$ cat config.mk
export PLATFORM = sky130hd
export DESIGN_NAME = pc_gen_unit
export DESIGN_NICKNAME = d
export VERILOG_FILES = /design/src/rtl/pc_gen_unit.sv
export SDC_FILE = /design/constraint.sdc
export NUM_CORES = 1
export LEC_CHECK = 0
export CORE_ASPECT_RATIO = 1.25
export CORE_MARGIN = 3
export CORE_UTILIZATION = 46
export DETAILED_ROUTE_END_ITERATION = 8
export MAX_ROUTING_LAYER = met4
export PLACE_DENSITY_LB_ADDON = 0.15
export SLEW_MARGIN = 25
export SYNTH_ARGS = -nofsm -noshare
export SYNTH_HDL_FRONTEND = slang
export SYNTH_SLANG_ARGS = --single-unit
$ cat constraint.sdc
create_clock -name clk -period 2.5 [get_ports clk]
set_input_delay 0.375 -clock clk [delete_from_list [all_inputs] [get_ports clk]]
set_output_delay 0.375 -clock clk [all_outputs]
set_load 0.005 [all_outputs]
$ cat src/rtl/pc_gen_unit.sv
// pc_gen_unit: fetch-stage PC generator.
// Owns F_PC and selects the next fetch address from these sources:
// sequential, D-stage branch/J/JR redirect, exception entry, and ERET.
// If a redirect arrives while instruction memory is not ready, the target is
// parked in pend_pc until the fetch at F_PC is accepted.
// Optional build macro PC_GEN_ADDR_CHK_EN turns on the fetch address-error flag F_adel.
//
// state | meaning
// ------+-----------------------------------------------------------------
// RUN   | normal fetch; D-stage redirects are taken or buffered here
// HOLD  | redirect target buffered in pend_pc, waiting for imem acceptance
module pc_gen_unit #(
    parameter logic [31:0] RESET_PC  = 32'h0000_3000,
    parameter logic [31:0] EXC_PC    = 32'h0000_4180,
    parameter logic [31:0] IMEM_BASE = 32'h0000_3000,
    parameter logic [31:0] IMEM_SIZE = 32'h0000_4000
) (
    input  logic        clk,
    input  logic        reset,
    input  logic        stall_i,
    input  logic        imem_ready,
    input  logic [31:0] D_PC,
    input  logic [25:0] imm26,
    input  logic [2:0]  NPCop,
    input  logic [31:0] jreg,
    input  logic        exc_req,
    input  logic        eret_req,
    input  logic [31:0] epc,
    output logic [31:0] F_PC,
    output logic        F_valid,
    output logic        redir_pend,
    output logic        F_adel
);

    typedef enum logic {RUN, HOLD} state_t;

    state_t      state;
    logic [31:0] pend_pc;
    logic [31:0] d_pc4;
    logic [31:0] br_off;
    logic [31:0] target;
    logic        redir;
    logic        adv;

    // Redirect target from the instruction currently in D
    always_comb begin
        d_pc4  = D_PC + 32'd4;
        br_off = {{14{imm26[15]}}, imm26[15:0], 2'b00};
        target = F_PC + 32'd4;
        redir  = 1'b0;
        case (NPCop)
            3'd1: begin target = d_pc4 + br_off;                  redir = 1'b1; end
            3'd2: begin target = {d_pc4[31:28], imm26, 2'b00};    redir = 1'b1; end
            3'd3: begin target = jreg;                            redir = 1'b1; end
            default: ;
        endcase
        adv = imem_ready & ~stall_i;
    end

    // PC register and redirect-buffer state machine
    always_ff @(posedge clk or posedge reset) begin
        if (reset) begin
            F_PC       <= RESET_PC;
            F_valid    <= 1'b0;
            state      <= RUN;
            pend_pc    <= 32'd0;
            redir_pend <= 1'b0;
        end else begin
            F_valid <= 1'b1;
            if (exc_req) begin
                F_PC       <= EXC_PC;
                state      <= RUN;
                redir_pend <= 1'b0;
            end else if (eret_req) begin
                F_PC       <= epc;
                state      <= RUN;
                redir_pend <= 1'b0;
            end else begin
                case (state)
                    RUN: begin
                        if (redir) begin
                            if (adv) begin
                                F_PC <= target;
                            end else if (!stall_i) begin
                                // imem busy: park the target, delay slot fetch still pending
                                pend_pc    <= target;
                                state      <= HOLD;
                                redir_pend <= 1'b1;
                            end
                        end else if (adv) begin
                            F_PC <= F_PC + 32'd4;
                        end
                    end
                    HOLD: begin
                        // D holds the delay slot now, so NPCop is not looked at
                        if (adv) begin
                            F_PC       <= pend_pc;
                            state      <= RUN;
                            redir_pend <= 1'b0;
                        end
                    end
                    default: begin
                        state      <= RUN;
                        redir_pend <= 1'b0;
                    end
                endcase
            end
        end
    end

`ifdef PC_GEN_ADDR_CHK_EN
    localparam logic ADDR_CHK_ON = 1'b1;
`else
    localparam logic ADDR_CHK_ON = 1'b0;
`endif

    localparam logic [31:0] IMEM_END = IMEM_BASE + IMEM_SIZE;

    logic addr_err;

    // Fetch address error; reported only, the PC still advances normally
    always_comb begin
        addr_err = (F_PC[1:0] != 2'b00) | (F_PC < IMEM_BASE) | (F_PC >= IMEM_END);
        F_adel   = ADDR_CHK_ON & F_valid & addr_err;
    end

endmodule

==> impl_metrics.json <==
{
  "synth_top_cell_area_share_pct": 23.1,
  "required_ns": 2.75,
  "synthArstFlopShare_pct": 100,
  "dpl.hpwl_microns": 21800,
  "violations": "setup timing",
  "fin_ws_ns": -0.676,
  "criticalPathCategory": "in2reg",
  "crit_chain": "buf_6, and3_4, buf_6, buf_4, nand4_1, xnor2_1, ha_1, buf_4, nand3_4, nor2_1, nor2_1, o31a_1, a2111oi_2, or4_4, a41oi_2, o2bb2ai_1",
  "path_buf_inv": 4,
  "die_area_sq_mm": 0.0168,
  "rsz0062_at_grt": "true",
  "syn2layout_area_growth_pct": 71.7,
  "cts_root_buf": "clkbuf_16",
  "final_nets": 1512,
  "start_kind": "primary input",
  "die_w_microns": 117,
  "layout_common_cells": "buf_4, clkdlybuf4s50_1, nand2_1, nor2_1, a21oi_1",
  "worst_hold_slack_ns": 0.328,
  "cts_num_sinks": 67,
  "period_share_pct": 127,
  "ant_nets": 0,
  "vias": 9397,
  "synth_flop_cell": "dfrtp_1",
  "finalSetupViolCount": 48,
  "routedWlPerCell_microns": 21.0,
  "hold_viol": 0,
  "worstMarginPinSlew_ns": 0.720,
  "gp_congestion": 0.953,
  "worst-path-max-fanout": 4,
  "max_freq_mhz": 315,
  "ys_warn_count": 0,
  "antennaDiodeCount": 0,
  "power_density_mw_per_mm2": 410,
  "synth_edf_count": 0,
  "leakage_nw": 5.18,
  "slew-limit-headroom_pct": 52.0,
  "ioPinCount": 166,
  "clk_latency_ns": 0.34,
  "synthDistinctLibCells": 74,
  "synth_mux_area_share_pct": 2.65,
  "cpMaxStageDelayCell": "or4_4",
  "ys_ff_latch": 67,
  "crit_family": "simple AND/OR/NAND/NOR gates",
  "port_buffers": 164,
  "fin_worst_skew_ns": 0.0136,
  "ir_drop_mv": 0.247,
  "synth_top_family_by_area": "compound AO/OA/AOI/OAI gates",
  "ys_seq_area_share_pct": 23.9,
  "max_cap_viol_count": 0,
  "holdBufCountCts": 0,
  "mostFrequentLayoutCell": "buf_4",
  "drive_above_1_share_pct": 34.5,
  "antenna_found_initial": 0,
  "grt_pass1_vias": 8830,
  "vias_per_cell": 6.15,
  "overflow": 0,
  "path_clk_slew_ns": 0.06,
  "synth_fa_ha_area_share_pct": 6.15,
  "avgSynthCellArea_sq_um": 7.29,
  "grt.total_usage_pct": 35.0,
  "max_stage_delay_ns": 0.55,
  "drt-pass1-iter-count": 5,
  "h-tree-depth": 3,
  "drc": 0,
  "arrival_ns": 3.43,
  "fin_crit_ns": 3.18,
  "end_kind": "flop",
  "synth_top_cell_by_area": "dfrtp_1",
  "total_power_mw": 4.95,
  "cts_buffer_depth": 2,
  "synthCells": 965,
  "cts_buffers": 9,
  "grt_max_degree": 72,
  "die_h_microns": 144,
  "synthTopCellsByArea": "dfrtp_1, a21oi_1, nand2_1",
  "synthXorXnorAreaFrac_pct": 8.96,
  "syn-cell-area_sq_mm": 0.00703,
  "synth-compound-area-share_pct": 27.3,
  "drt_iter0_drc": 936,
  "std_cell_rows": 49,
  "start_util_pct": 48.0,
  "hold_class": "in2async",
  "status": "finished with violations",
  "cts_tree": "yes",
  "coreArea_sq_mm": 0.0147,
  "grt_pass1_wl_microns": 45300,
  "slew_violations": 0,
  "synth.net_count": 1130,
  "synth-simple-area-share_pct": 26.6,
  "drt-total-wl_microns": 32100
}
[synthesized netlist by cell type (all sizes together), types with 5 or more instances]
master	instances
o21a	8
nor3	25
mux2i	13
xnor2	39
nand2b	11
nor2b	8
ha	33
or3	6
dfrtp	65
inv	21
a211oi	13
clkbuf	47
and2	6
a211o	6
a21oi	102
and4	9
nor4	9
nand2	122
a221o	6
o21ai	60
and3	15
a21o	18
buf	10
o31ai	10
a221oi	7
nand3	44
xor2	33
a31oi	9
o211ai	13
nand4	14
nor2	110
o22ai	11
mux2	5
[cells by family after synthesis]
logic type / after synthesis
and+or+nand+nor: 394
AOI/OAI and AO/OA: 300
buffers and inverters: 78
xor gates and xnor gates: 72
DFF: 67
adders and majority gates: 34
muxes: 18
other: 2
[layout make-up]
cell class	instances	area [sq um]
Tap cell	178	223
Inverter	21	78.8
Fill cell	924	2570
Sequential cell	67	1680
Clock inverter	4	50.0
Timing Repair Buffer	428	3730
Clock buffer	11	253
Multi-Input combinational cell	820	6060
[where the power goes]
group / switching [mW] / total [mW] / internal, mW
Sequential: 0.106 / 1.35 / 1.24
Clock: 0.487 / 1.31 / 0.819
Combinational: 1.14 / 2.29 / 1.15
Total: 1.73 / 4.95 / 3.21
[worst reg2reg max path, stage by stage, from the launching register on]
cell,delay [ns]
dfrtp_1,0.43
and4_1,0.28
nand3_2,0.13
nor4_1,0.38
buf_4,0.19
nand4_1,0.12
xnor2_1,0.17
a221oi_1,0.29
buf_4,0.16
a41oi_2,0.11
o2bb2ai_1,0.17
[registers in the layout, summed over array words and instances, names as in the netlist]
register,cells
state,1
F_PC,32
F_valid,1
pend_pc,32
redir_pend,1
[routing by layer]
layer	global-route usage (%)	wire, microns	vias up	part of all wire [%]
li1	-	-	4301	-
met1	43.5	12300	4417	38
met2	58.9	15800	556	49
met3	3.68	2400	123	7.5
met4	12.6	1620	0	5.1
met5	-	0	-	0
[final timing paths]
path / start / end / slack [ns] / cells past startpoint
max in group asynchronous: reset / pend_pc[1]$_DFFE_PP0P_ / 1.61 / 3
hold / removal: reset / F_PC[22]$_DFFE_PP0P_ / 0.33 / 2
min in group clk: eret_req / redir_pend$_DFFE_PP0P_ / 0.44 / 3
hold reg to reg: pend_pc[6]$_DFFE_PP0P_ / pend_pc[6]$_DFFE_PP0P_ / 0.48 / 2
setup / recovery: D_PC[6] / F_PC[31]$_DFFE_PP0P_ / -0.68 / 16
setup reg to reg: F_PC[18]$_DFFE_PP0P_ / F_PC[31]$_DFFE_PP0P_ / -0.05 / 10
[per-stage QoR]
| stage | std cells | setup TNS [ns] | cell area [sq um] | utilization [%] | setup WS, ns |
|---|---|---|---|---|---|
| finish | 1529 | -19.56 | 12100 | 82.4 | -0.676 |
| global route | 1529 | -24.16 | 12100 | 82.4 | -0.774 |
| CTS | 1515 | -15.83 | 11500 | 78.3 | -0.666 |
| detailed placement | 1482 | -59.67 | 10600 | 72.6 | -1.37 |
| global placement | 1482 | -56.52 | 10600 | 72.6 | -1.30 |
| floorplan | 965 | -10.99 | 7220 | - | -0.596 |
[timing repair]
action | CTS | global route
endpoints found under the hold margin | 0 | 0
pin swaps | 89 | 80
setup endpoints to repair | 56 | 51
resized for setup | 173 | 103
setup buffers | 20 | 16
cloned | 0 | 0
(Power assumes the default switching activity.)
